$ cat src/rtl/fir_pkg.sv
// Shared constants and state encoding for the FIR coefficient controller.
package fir_pkg;

    // Unique (half-symmetric) coefficients per filter
    localparam int NCOEF = 12;
    // Coefficient width, signed two's complement
    localparam int CW    = 21;
    // Coefficient address width (2**AW >= NCOEF)
    localparam int AW    = 4;

    typedef enum logic [1:0] {
        IDLE  = 2'd0,
        LOAD  = 2'd1,
        ARMED = 2'd2
    } state_t;

    // Every coefficient index has been written since the last swap
    localparam logic [NCOEF-1:0] MASK_FULL = '1;

endpackage

$ cat src/rtl/fir_coeff_bank.sv
// NCOEF x CW coefficient register file: single write port, bulk copy, flat output.
module fir_coeff_bank
    import fir_pkg::*;
(
    input  logic                    clk,
    input  logic                    reset,
    input  logic                    we,
    input  logic [AW-1:0]           addr,
    input  logic signed [CW-1:0]    data,
    input  logic                    load,
    input  logic [NCOEF*CW-1:0]     load_data,
    output logic [NCOEF*CW-1:0]     q
);

    // Bulk copy wins over a single-entry write; entry k lives at q[k*CW +: CW]
    always_ff @(posedge clk or posedge reset) begin
        if (reset) begin
            q <= '0;
        end else if (load) begin
            q <= load_data;
        end else if (we) begin
            for (int k = 0; k < NCOEF; k++) begin
                if (addr == AW'(k)) begin
                    q[k*CW +: CW] <= data;
                end
            end
        end
    end

endmodule

$ cat src/rtl/fir_coeff_ctrl.sv
// Coefficient configuration controller: shadow-bank loading with a written-index
// mask, commit arming, and a sample-aligned swap into the active bank.
module fir_coeff_ctrl
    import fir_pkg::*;
(
    input  logic                    clk,
    input  logic                    reset,
    input  logic                    cfg_valid,
    output logic                    cfg_ready,
    input  logic [AW-1:0]           cfg_addr,
    input  logic signed [CW-1:0]    cfg_data,
    input  logic                    cfg_commit,
    input  logic                    sample_strobe,
    output logic [NCOEF*CW-1:0]     coeff_active,
    output logic                    busy,
    output logic                    swap_done,
    output logic                    err
);

    localparam logic [AW:0] NCOEF_LIM = (AW+1)'(NCOEF);

    state_t              state;
    state_t              state_nxt;
    logic [NCOEF-1:0]    mask;
    logic [NCOEF-1:0]    mask_nxt;
    logic [NCOEF-1:0]    mask_wr;
    logic                wr_acc;
    logic                wr_ok;
    logic                wr_bad;
    logic                commit_ok;
    logic                commit_bad;
    logic                swap;
    logic                err_nxt;
    logic [NCOEF*CW-1:0] shadow_q;

    assign cfg_ready = (state != ARMED);
    assign busy      = (state == ARMED);

    // Request decode; a commit sees the mask including a same-cycle write
    always_comb begin
        wr_acc     = cfg_valid && cfg_ready;
        wr_ok      = wr_acc && ({1'b0, cfg_addr} < NCOEF_LIM);
        wr_bad     = wr_acc && !({1'b0, cfg_addr} < NCOEF_LIM);
        mask_wr    = mask | (wr_ok ? (NCOEF'(1) << cfg_addr) : '0);
        commit_ok  = cfg_commit && (state != ARMED) && (mask_wr == MASK_FULL);
        commit_bad = cfg_commit && (state != ARMED) && (mask_wr != MASK_FULL);
        swap       = (state == ARMED) && sample_strobe;
        err_nxt    = wr_bad || commit_bad;
    end

    // Next-state and mask update; a strobe is only honoured once ARMED
    always_comb begin
        state_nxt = state;
        mask_nxt  = mask;
        case (state)
            IDLE, LOAD: begin
                if (wr_ok) begin
                    mask_nxt  = mask_wr;
                    state_nxt = LOAD;
                end
                if (commit_ok) begin
                    state_nxt = ARMED;
                end
            end
            ARMED: begin
                if (sample_strobe) begin
                    mask_nxt  = '0;
                    state_nxt = IDLE;
                end
            end
            default: begin
                mask_nxt  = '0;
                state_nxt = IDLE;
            end
        endcase
    end

    // Control registers and registered status pulses
    always_ff @(posedge clk or posedge reset) begin
        if (reset) begin
            state     <= IDLE;
            mask      <= '0;
            err       <= 1'b0;
            swap_done <= 1'b0;
        end else begin
            state     <= state_nxt;
            mask      <= mask_nxt;
            err       <= err_nxt;
            swap_done <= swap;
        end
    end

    fir_coeff_bank u_shadow (
        .clk       (clk),
        .reset     (reset),
        .we        (wr_ok),
        .addr      (cfg_addr),
        .data      (cfg_data),
        .load      (1'b0),
        .load_data ('0),
        .q         (shadow_q)
    );

    fir_coeff_bank u_active (
        .clk       (clk),
        .reset     (reset),
        .we        (1'b0),
        .addr      ('0),
        .data      ('0),
        .load      (swap),
        .load_data (shadow_q),
        .q         (coeff_active)
    );

endmodule

$ cat config.mk
export PLATFORM = sky130hd
export DESIGN_NAME = fir_coeff_ctrl
export DESIGN_NICKNAME = d
export VERILOG_FILES = /design/src/rtl/fir_pkg.sv /design/src/rtl/fir_coeff_bank.sv /design/src/rtl/fir_coeff_ctrl.sv
export SDC_FILE = /design/constraint.sdc
export NUM_CORES = 1
export LEC_CHECK = 0
export BUFFER_PORTS_ARGS = -buffer_cell sky130_fd_sc_hd__buf_2
export CAP_MARGIN = 20
export CELL_PAD_IN_SITES_DETAIL_PLACEMENT = 0
export CELL_PAD_IN_SITES_GLOBAL_PLACEMENT = 2
export CORE_ASPECT_RATIO = 1.75
export CORE_UTILIZATION = 33
export DETAILED_ROUTE_END_ITERATION = 16
export PLACE_DENSITY = 0.81
export SYNTH_ARGS = -nofsm -noshare
export SYNTH_HDL_FRONTEND = slang
export SYNTH_HIERARCHICAL = 1
export SYNTH_SLANG_ARGS = --single-unit
export TNS_END_PERCENT = 20
$ cat constraint.sdc
create_clock -name clk -period 7.59 [get_ports clk]
set_input_delay 0.759 -clock clk [delete_from_list [all_inputs] [get_ports clk]]
set_output_delay 0.759 -clock clk [all_outputs]
set_load 0.05 [all_outputs]
==> results.md <==
* Status: completed
* # clock sinks at 520
* Fin Hold WS at 296 ps
* Fin nets at 3373
* Pre-antenna DRT Iters at 5
* Vias post-DR at 24600
* Clk buf depth at 3
* Post-synthesis cell type count at 45
* Synth Flop Type: dfrtp_1
* CTS tree: built
* Tmin final at 3210 ps
* Post-Place Setup Slack at 4300 ps
* Worst Path Max Fanout at 212
* Critical path required time at 8110 ps
* Root Buffer: clkbuf_16
* YS warnings at 6
* Crit share post-route at 42.3%
* Vias/cell at 5.54
* Ys async rst share at 100%
* Grt ovf at 0
* Hold Path Class: primary input to async pin
* Worst VDD drop at 0.204 mV
* MaxCap Viol Count at 0
* DP Wirelength at 62900 um
* Largest net degree at the start of global routing at 505
* RSZ-0062 raised after global routing: false
* Starting Density at 33.3%
* Gpl congestion at 0.778
* Clk Latency, worst-skew pair at 640 ps
* Mapped cell area at 26900 um^2
* Clk_skew at 22.4 ps
* Hold bufs inserted after CTS at 0
* TritonCTS Buffers at 54
* Cell area after layout at 31300 um^2
* PwrDens at 292 nW/um^2
* Crit Path Category: flop to flop
* Post-layout util at 38.7%
* # DRC at 0
* Fillcell total at 8323
* Most common cell after layout, fill and taps aside: dfrtp_1
* Setup violators final at 0
* Gr usage total at 27.0%
* Row count at 138
* Io pins at 286
* Seq/Total Area, Yosys at 48.3%
* Antenna violations before repair at 1
* CTS HTree Levels at 2
* Die Wd at 218 um
* Cells after Synth at 3010
* WP data arrival at 3730 ps
* Proportion of layout cells with a drive suffix above 1 at 12.7%
* Startpoint types: flop
* Fmax at 312 MHz
* Final hold vios at 0
* Pleak at 13.3 nW
* Worst slew pin tran at 1160 ps
* Crit path capture type: flop
* Yosys reg bits at 520
* Number of enable flip-flop cells after synthesis at 0
* P&R area growth vs syn at 16.2%
* Setup ws final at 4380 ps
* Placed Instance Area at 29400 um^2
* Post-route ant nets at 0
* Port bufs at 285
* Commonest non-fill, non-tap cells in the layout: dfrtp_1, a21oi_1, nor2b_1
* Vias in the first global route at 23400
* Final count of pins violating max slew at 0
* Total wire length at 115000 um
* Die area at 82700 um^2
* Die Height at 380 um
* Total setup buffers inserted after CTS at 0
* Syn_area_per_cell at 8.94 um^2
* Setup tns final at 0 ps
* Worst R2R Path Depth at 7
* First-pass GRT wire length at 166000 um
* Initial DRC count at 2448
* Reg clk slew, reported paths at 70 ps
* Relative slew slack at 22.5%
* DR WL/cell at 25.8 um
* CTS resizes at 0
* Core footprint at 80800 um^2
==> power breakdown <==
| group | switching (mW) | internal, mW |
|---|---|---|
| registers | 0.328 | 3.25 |
| logic | 2.10 | 0.574 |
| clock network | 1.23 | 1.63 |
| total | 3.67 | 5.46 |
==> final timing paths <==
path                                  from               to  slack [ps]
worst max-delay path              state[0]   u_active/q[20]        4380
worst min-delay path                 reset          mask[8]         300
worst max register to register    state[0]   u_active/q[20]        4380
worst min register to register     mask[9]          mask[9]         500
max in group asynchronous            reset  u_active/q[101]        5680
min in group clk                cfg_commit         state[0]         390
==> worst max-delay path: stages (launching register included) <==
cell      delay, ps
dfrtp_1         410
nand2b_1        340
inv_4           150
and2_4          390
buf_12          550
buf_4           660
nor2b_1         210
a21oi_1          50
==> logic make-up after synthesis <==
family                 after synthesis  share of synthesized area (%)
other                                1                         0.0139
muxes                                2                         0.0790
buffers and inverters              374                           6.71
and+or+nand+nor                    577                           13.7
AOI/OAI and AO/OA                 1536                           31.1
DFF                                520                           48.3
==> cells in the mapped netlist, types with 5 or more instances <==
cell,instances,area share [%]
dfrtp_1,520,48
a21oi_1,513,9.5
nor2b_1,513,12
a31oi_1,504,12
o21ai_0,387,7.2
clkbuf_1,221,3.1
o21ai_1,118,2.2
buf_2,72,1.3
buf_6,29,1.2
buf_4,24,0.67
buf_1,22,0.31
nor2_1,13,0.18
nand2b_1,5,0.12
nor3b_4,5,0.35
==> per-layer routing <==
| layer | share of wire [%] | up-vias | GRT usage [%] |
|---|---|---|---|
| met1 | 43 | 12400 | 36.3 |
| met3 | 5.6 | 141 | 3.99 |
| li1 | - | 11200 | - |
| met5 | 0 | - | 0 |
| met4 | 3.0 | 0 | 9.01 |
| met2 | 48 | 832 | 44.1 |
==> state kept, by name, indices dropped and copies added (netlist names) <==
signal      count
u_active/q    252
state           2
swap_done       1
mask           12
err             1
u_shadow/q    252
==> stage by stage <==
step,power [mW],instances
floorplan,5.46,3350
global route,9.47,4437
detailed placement,6.20,4337
CTS,9.08,4437
global placement,6.18,4337
finish,9.12,4439
==> cell type report <==
class / instances / area (um^2) / area share, %
multi-input combinational: 2456 / 13400 / 42.9
sequential: 520 / 13000 / 41.6
clock buffer: 86 / 1700 / 5.45
timing repair buffer: 307 / 1640 / 5.25
tap: 1050 / 1310 / 4.20
clock inverter: 14 / 149 / 0.476
inverter: 4 / 28.8 / 0.0920
antenna: 2 / 5.00 / 0.0160
No activity file was read; power rests on OpenSTA's default activity.
